$ cat src/rtl/fir_pair_serializer.sv
// fir_pair_serializer: rounds and saturates L=2 FIR sum pairs,
// buffers them and replays them one sample per clock, even first.
module fir_pair_serializer #(
    parameter int IN_W  = 48,
    parameter int OUT_W = 24,
    parameter int SHIFT = 23,
    parameter int DEPTH = 4
) (
    input  logic             clk,
    input  logic             reset,
    input  logic             in_valid,
    output logic             in_ready,
    input  logic [IN_W-1:0]  sum_even,
    input  logic [IN_W-1:0]  sum_odd,
    output logic [OUT_W-1:0] out_data,
    output logic             out_valid,
    input  logic             out_ready,
    output logic             out_phase,
    output logic             out_sat,
    output logic             sat_sticky,
    input  logic             sat_clr
);

    localparam int AW = (DEPTH > 1) ? $clog2(DEPTH) : 1;
    localparam int CW = AW + 1;
    localparam logic [CW-1:0] DEPTH_C = CW'(DEPTH);

    localparam logic signed [IN_W:0] RND  = (IN_W+1)'(1) << (SHIFT - 1);
    localparam logic signed [IN_W:0] MAXV =
        {{(IN_W-OUT_W+2){1'b0}}, {(OUT_W-1){1'b1}}};
    localparam logic signed [IN_W:0] MINV =
        {{(IN_W-OUT_W+2){1'b1}}, {(OUT_W-1){1'b0}}};

    // Each stored word carries its saturation flag in the MSB.
    logic [OUT_W:0] even_mem [DEPTH];
    logic [OUT_W:0] odd_mem  [DEPTH];

    logic [AW-1:0] wr_ptr_q, wr_ptr_d;
    logic [AW-1:0] rd_ptr_q, rd_ptr_d;
    logic [CW-1:0] count_q, count_d;
    logic          phase_q, phase_d;
    logic          sticky_q, sticky_d;

    logic           push, pop, retire;
    logic [OUT_W:0] even_s, odd_s, head;

    // Round half-up at bit SHIFT-1, then clamp to the OUT_W range.
    function automatic logic [OUT_W:0] scale(input logic [IN_W-1:0] x);
        logic signed [IN_W:0] t;
        logic signed [IN_W:0] y;
        logic [OUT_W:0]       r;
        t = $signed({x[IN_W-1], x}) + RND;
        y = t >>> SHIFT;
        if (y > MAXV)
            r = {1'b1, 1'b0, {(OUT_W-1){1'b1}}};
        else if (y < MINV)
            r = {1'b1, 1'b1, {(OUT_W-1){1'b0}}};
        else
            r = {1'b0, y[OUT_W-1:0]};
        return r;
    endfunction

    // Handshakes, pointer/count/phase updates and output mux.
    always_comb begin
        in_ready  = reset && (count_q < DEPTH_C);
        out_valid = (count_q != '0);
        push      = in_valid && in_ready;
        pop       = out_valid && out_ready;
        retire    = pop && phase_q;

        even_s = scale(sum_even);
        odd_s  = scale(sum_odd);

        wr_ptr_d = push   ? wr_ptr_q + AW'(1) : wr_ptr_q;
        rd_ptr_d = retire ? rd_ptr_q + AW'(1) : rd_ptr_q;

        count_d = count_q;
        if (push && !retire)
            count_d = count_q + CW'(1);
        else if (!push && retire)
            count_d = count_q - CW'(1);

        phase_d = pop ? ~phase_q : phase_q;

        sticky_d = sticky_q;
        if (push && (even_s[OUT_W] || odd_s[OUT_W]))
            sticky_d = 1'b1;
        else if (sat_clr)
            sticky_d = 1'b0;

        head      = phase_q ? odd_mem[rd_ptr_q] : even_mem[rd_ptr_q];
        out_data  = out_valid ? head[OUT_W-1:0] : '0;
        out_sat   = out_valid && head[OUT_W];
        out_phase = phase_q;
        sat_sticky = sticky_q;
    end

    // Control state; cleared asynchronously so buffered pairs are dropped.
    always_ff @(posedge clk or negedge reset) begin
        if (!reset) begin
            wr_ptr_q <= '0;
            rd_ptr_q <= '0;
            count_q  <= '0;
            phase_q  <= 1'b0;
            sticky_q <= 1'b0;
        end else begin
            wr_ptr_q <= wr_ptr_d;
            rd_ptr_q <= rd_ptr_d;
            count_q  <= count_d;
            phase_q  <= phase_d;
            sticky_q <= sticky_d;
        end
    end

    // Pair storage; contents are only meaningful under count_q.
    always_ff @(posedge clk) begin
        if (push) begin
            even_mem[wr_ptr_q] <= even_s;
            odd_mem[wr_ptr_q]  <= odd_s;
        end
    end

endmodule

$ cat config.mk
export PLATFORM = sky130hd
export DESIGN_NAME = fir_pair_serializer
export DESIGN_NICKNAME = d
export VERILOG_FILES = /design/src/rtl/fir_pair_serializer.sv
export SDC_FILE = /design/constraint.sdc
export NUM_CORES = 1
export LEC_CHECK = 0
export CORE_ASPECT_RATIO = 1.75
export CORE_UTILIZATION = 35
export CTS_BUF_LIST = sky130_fd_sc_hd__clkbuf_4 sky130_fd_sc_hd__clkbuf_8
export CTS_CLUSTER_SIZE = 10
export DETAILED_ROUTE_END_ITERATION = 10
export PLACE_DENSITY = 0.69
export REMOVE_ABC_BUFFERS = 1
export SYNTH_ARGS = -nofsm -noshare
export SYNTH_HDL_FRONTEND = slang
export SYNTH_SLANG_ARGS = --single-unit
$ cat constraint.sdc
create_clock -name clk -period 2.6 [get_ports clk]
set_clock_uncertainty 0.2 [all_clocks]
set_input_delay 0.26 -clock clk [delete_from_list [all_inputs] [get_ports clk]]
set_output_delay 0.26 -clock clk [all_outputs]
set_load 0.005 [all_outputs]
=== Word level (Yosys, flattened, before mapping) ===
Memory sizes are Yosys's and may differ from the RTL's.
Cells that the tools add are included.

* Flip-flop bits (word level): 9
* Memory bits (writable): 200
* Input port bits: 101
* Word-level logic and storage cells: 45
* Memories kept: 2

* $add $sub $neg: 6
* $lt $le $gt $ge: 5
* Mux-type cells: 12
* Bitwise operators: 1
* Reduce and logical (&&, ||, !) cells: 14

{| class="wikitable"
|+ Memory list
! memory !! depth !! bits a word !! rd ports !! clocked after memory_dff !! wr ports !! line !! source
|-
| even_mem || 4 || 25 || 1 || 0 || 1 || 35 || <nowiki>logic [OUT_W:0] even_mem [DEPTH];</nowiki>
|-
| odd_mem || 4 || 25 || 1 || 0 || 1 || 36 || <nowiki>logic [OUT_W:0] odd_mem [DEPTH];</nowiki>
|}

{| class="wikitable"
|+ Operators by type and width
! operator !! number
|-
| 2-to-1 mux 25 bit || 5
|-
| adder 48 x 24 -> 49 bit, second input constant || 2
|-
| greater-than comparator 26 x 24 -> 1 bit, second input constant || 2
|-
| less-than comparator 26 x 24 -> 1 bit, second input constant || 2
|-
| 2-to-1 mux 24 bit || 1
|-
| logical AND 1 bit || 8
|-
| 2-to-1 mux 3 bit || 2
|-
| adder 2 x 1 -> 2 bit, second input constant || 2
|-
| 2-to-1 mux 1 bit || 4
|-
| nonzero test 2 bit || 2
|-
| adder 3 x 1 -> 3 bit, second input constant || 1
|-
| less-than comparator 3 bit, second input constant || 1
|-
| nonzero test 3 bit || 1
|-
| subtractor 3 x 1 -> 3 bit, second input constant || 1
|-
| logical NOT 1 bit || 2
|-
| logical OR 1 bit || 1
|-
| NOT 1 bit || 1
|}

=== Longest topological paths before layout ===
* Depth in word-level cells: 7
* Mapped depth: 9
* Mapped depth without buffers: 9

=== Worst setup path after synthesis ===
OpenSTA, ideal clock, no wires.

* Kind: reg-to-reg
* From: register count_q[2]
* To: memory even_mem[0][0] (netlist bit) (enable)
* Arrival time: 1919 ps
* Slack: 68 ps
* Stages on the path, launching flop included: 3
* Buffers on the path: 0
* Period minus slack after synthesis: 2532 ps
* Cells stage by stage: dfrtp_1 -> nor2b_1 -> and3_1

* Word-level cells in the longest chain between the ends: 5

{| class="wikitable"
|+ RTL lines
! element !! line !! source
|-
| start, declared || 40 || <nowiki>logic [CW-1:0] count_q, count_d;</nowiki>
|-
| start signal, assigned || 109 || <nowiki>count_q <= count_d;</nowiki>
|-
| less-than comparator 3 bit || 65 || <nowiki>in_ready = reset && (count_q < DEPTH_C);</nowiki>
|-
| logical AND 1 bit || 65 ||
|-
| via in_ready || 12 || <nowiki>output logic in_ready,</nowiki>
|-
| logical AND 1 bit || 67 || <nowiki>push = in_valid && in_ready;</nowiki>
|-
| 2-to-1 mux 1 bit || 117 || <nowiki>if (push) begin</nowiki>
|-
| 2-to-1 mux 1 bit (implied by the code) || 118 || <nowiki>even_mem[wr_ptr_q] <= even_s;</nowiki>
|-
| end, declared || 35 ||
|}

The timed path passes the listed nets, and every way through them passes these cells.

=== Final worst setup path ===
* From: register rd_ptr_q[0]
* To: output out_data[19]

* Word-level cells in the longest chain between the ends: 3

{| class="wikitable"
|+ RTL lines
! element !! line !! source
|-
| start, declared || 39 || <nowiki>logic [AW-1:0] rd_ptr_q, rd_ptr_d;</nowiki>
|-
| start signal, assigned || 108 || <nowiki>rd_ptr_q <= rd_ptr_d;</nowiki>
|-
| memory read (4 x 25 bit), on equally long branches || n/a ||
|-
| 2-to-1 mux 25 bit (*) || 91 || <nowiki>head = phase_q ? odd_mem[rd_ptr_q] : even_mem[rd_ptr_q];</nowiki>
|-
| 2-to-1 mux 24 bit (*) || 92 || <nowiki>out_data = out_valid ? head[OUT_W-1:0] : '0;</nowiki>
|-
| end, declared || 15 || <nowiki>output logic [OUT_W-1:0] out_data,</nowiki>
|}

Mark *: on every way between the ends. The rest lies on a longest branch, timed or not.

==> results.py <==
metrics = {
    "run_status": {
        "status": "complete, but fails checks",
        "violations": "setup timing",
    },
    "detailed_routing": {
        "drt_iter0_markers": 296,
        "post_drt_wl_per_cell_microns": 18.0,
        "drt_pre_antenna_iters": 4,
        "drc": 0,
        "drtAntennaViolNets": 0,
        "vias": 5979,
        "viasPerCell": 4.90,
        "drt_wl_total_microns": 22000,
    },
    "sta": {
        "layout_setup_ws_ns": -0.189,
        "setup_viol": 24,
        "tightest_slew_ns": 0.524,
        "min_period_ns": 2.79,
        "slew_headroom_pct": 64.7,
        "slew_viol_final": 0,
        "finalHoldViolCount": 0,
        "rsz0062_at_grt": "true",
        "max_freq_mhz": 359,
        "period_share_pct": 107,
    },
    "layout": {
        "syn2layout_area_growth_pct": 31.4,
        "antenna_cells": 0,
        "final_common_cell": "edfxtp_1",
        "final_cell_mix": "200 x edfxtp_1, 118 x buf_4, 60 x clkdlybuf4s50_1",
        "final_nets": 941,
        "fin_area_sq_um": 12700,
        "drive_gt1_share_pct": 36.5,
    },
    "synth": {
        "ys_seq_area_share_pct": 64.6,
        "syn-instance-count": 596,
        "avgSynthCellArea_sq_um": 16.2,
        "ys_types": 43,
        "ys_warn_count": 0,
        "synth_area_leader_cell": "edfxtp_1",
        "yosysTopAreaCellShare_pct": 62.3,
        "synth_seq_cells": 209,
        "synthTopCellsByArea": "edfxtp_1 62%, mux4_2 12%, mux2i_1 2.6%",
        "synth_area_sq_um": 9640,
    },
    "setup_path": {
        "cp-startpoint": "rd_ptr_q[0]",
        "cp-end-kind": "output port",
        "crit_buf_inv": 4,
        "crit_top_cell": "buf_12",
        "worst_path_largest_cell_delay_ns": 0.53,
        "r2r_start": "count_q[0]",
        "cp_slowest_cell": "dfrtp_4",
        "critical_path.top_delay_family": "multiplexers",
        "worstPathCellList": "buf_6, buf_12, buf_12, mux4_2, mux2i_1, nor2_1, buf_2",
        "path_class": "register to output port",
        "critPathMaxFanout": 6,
        "worstPathArrival_ns": 2.33,
        "startpoint_type": "register",
        "required_ns": 2.14,
    },
    "power": {
        "vdd_ir_drop_max_uv": 595,
        "leakage_nw": 4.46,
        "p_per_area_nw_per_um2": 849,
        "total_power_w": 0.0107,
    },
    "placement": {
        "pre_cts_ws_ns": -0.362,
        "place_area_sq_um": 12000,
        "hpwlAfterDp_microns": 15600,
        "io_buffers": 85,
        "gp_congestion": 0.828,
    },
    "clock_network": {
        "cts-htree-levels": 1,
        "clkTransAtPathRegs_ns": 0.07,
        "cts_buffers": 29,
        "clock_sinks": 209,
        "cts_tree": "built",
        "ctsRootBufferMaster": "clkbuf_8",
        "cts.path.max_buffers": 3,
        "insertion_delay_ns": 0.54,
    },
    "die": {
        "pin_count": 130,
        "die_x_microns": 127,
        "die_h_microns": 222,
        "std_cell_rows": 80,
        "initial_utilization_pct": 35.5,
        "die-area_sq_um": 28200,
        "core_sq_um": 27100,
    },
    "global_route": {
        "grt_usage_pct": 16.0,
        "grt_max_degree": 51,
        "grt_pass1_wl_microns": 34100,
        "grt_pass1_vias": 6191,
        "antenna_found_initial": 0,
        "overflow": 0,
    },
    "flow_run": {
        "maxCapViolations": 0,
    },
    "min_path": {
        "holdCritStartpoint": "sat_clr",
        "hp-class": "primary input to register",
    },
}
cell type report:
class / count / area [sq um]
Sequential cell: 209 / 6240
Clock buffer: 33 / 429
Multi-Input combinational cell: 348 / 3280
Timing Repair Buffer: 229 / 2070
Fill cell: 2349 / 14500
Tap cell: 369 / 462
Inverter: 13 / 48.8
Clock inverter: 20 / 138
cell usage after synthesis:
cell / number
a21boi_1: 1
a21oi_1: 5
a2bb2oi_1: 1
a32oi_1: 1
and2_1: 2
and3_1: 15
and4_1: 4
buf_1: 1
buf_2: 8
buf_6: 2
buf_8: 2
clkbuf_1: 12
clkbuf_2: 1
dfrtp_1: 9
edfxtp_1: 200
fa_1: 1
ha_1: 9
inv_1: 13
mux2_2: 4
mux2i_1: 25
mux4_2: 50
nand2_1: 27
nand3_1: 21
nand3_4: 1
nand4_1: 15
nand4_2: 1
nand4_4: 1
nor2_1: 40
nor2_2: 1
nor2b_1: 1
nor3_1: 9
nor3_2: 1
nor3_4: 1
nor4_1: 4
nor4_2: 2
nor4_4: 1
o21ai_0: 24
o21ai_1: 5
o21ai_2: 21
or4_4: 1
xnor2_1: 28
xnor2_2: 1
xor2_1: 24
metal layers:
layer	global-route usage, %	wire length [microns]	vias to the layer above
li1	-	-	2815
met1	17.3	7890	3037
met2	31.7	13000	102
met3	2.08	657	25
met4	4.65	411	0
met5	0	0	-
cell families (layout without fill, tap and decap cells):
kind of cell    after synthesis  after routing  share of synthesized area (%)
flops                       209            209                           64.6
fa+ha+maj                    10             10                           1.38
buf+inv                      39            295                           2.02
compound gates               58             58                           3.93
simple gates                148            148                           8.40
xor+xnor                     53             53                           4.89
mux                          79             79                           14.7
state kept, by name, summed over array words and instances, names as in the netlist:
register / flops
count_q: 3
even_mem: 100
odd_mem: 100
out_phase: 1
rd_ptr_q: 2
sat_sticky: 1
wr_ptr_q: 2
what timing repair did:
item                                    in CTS  in global routing
endpoints found under the setup margin      25                 26
buffers inserted                             9                  3
hold buffers                                 1                  0
resized for setup                          105                 17
hold endpoints to repair                     9                  0
cloned                                       3                  0
pin swaps                                    6                 10
power breakdown:
part,switching [W],internal [W],leakage [nW],total [W]
Combinational,0.00197,0.00215,2.25,0.00411
Clock,0.00115,0.00130,0.294,0.00244
Sequential,0.000134,0.00406,1.91,0.00419
Total,0.00325,0.00750,4.46,0.0107
path summary, 6_finish.rpt:
check / to / slack, ns / cells past startpoint
min in group asynchronous: count_q[2] / 0.37 / 3
max in group asynchronous: rd_ptr_q[0] / 1.68 / 3
max: out_data[19] / -0.19 / 7
min: sat_sticky / 0.09 / 2
min reg2reg: sat_sticky / 0.31 / 2
max reg2reg: count_q[2] / 0.31 / 9
stage by stage:
step / util, % / TNS (ns) / instances / hold slack [ns]
2_1_floorplan: - / -43.72 / 570 / -0.236
3_3_place_gp: 44.2 / -39.40 / 1155 / 0.297
3_5_place_dp: 44.2 / -51.26 / 1155 / 0.305
4_1_cts: 46.8 / -4.22 / 1221 / 0.0661
5_1_grt: 46.7 / -4.25 / 1221 / 0.0647
6_report: 46.7 / -1.86 / 1221 / 0.0929
(Power assumes the default switching activity.)
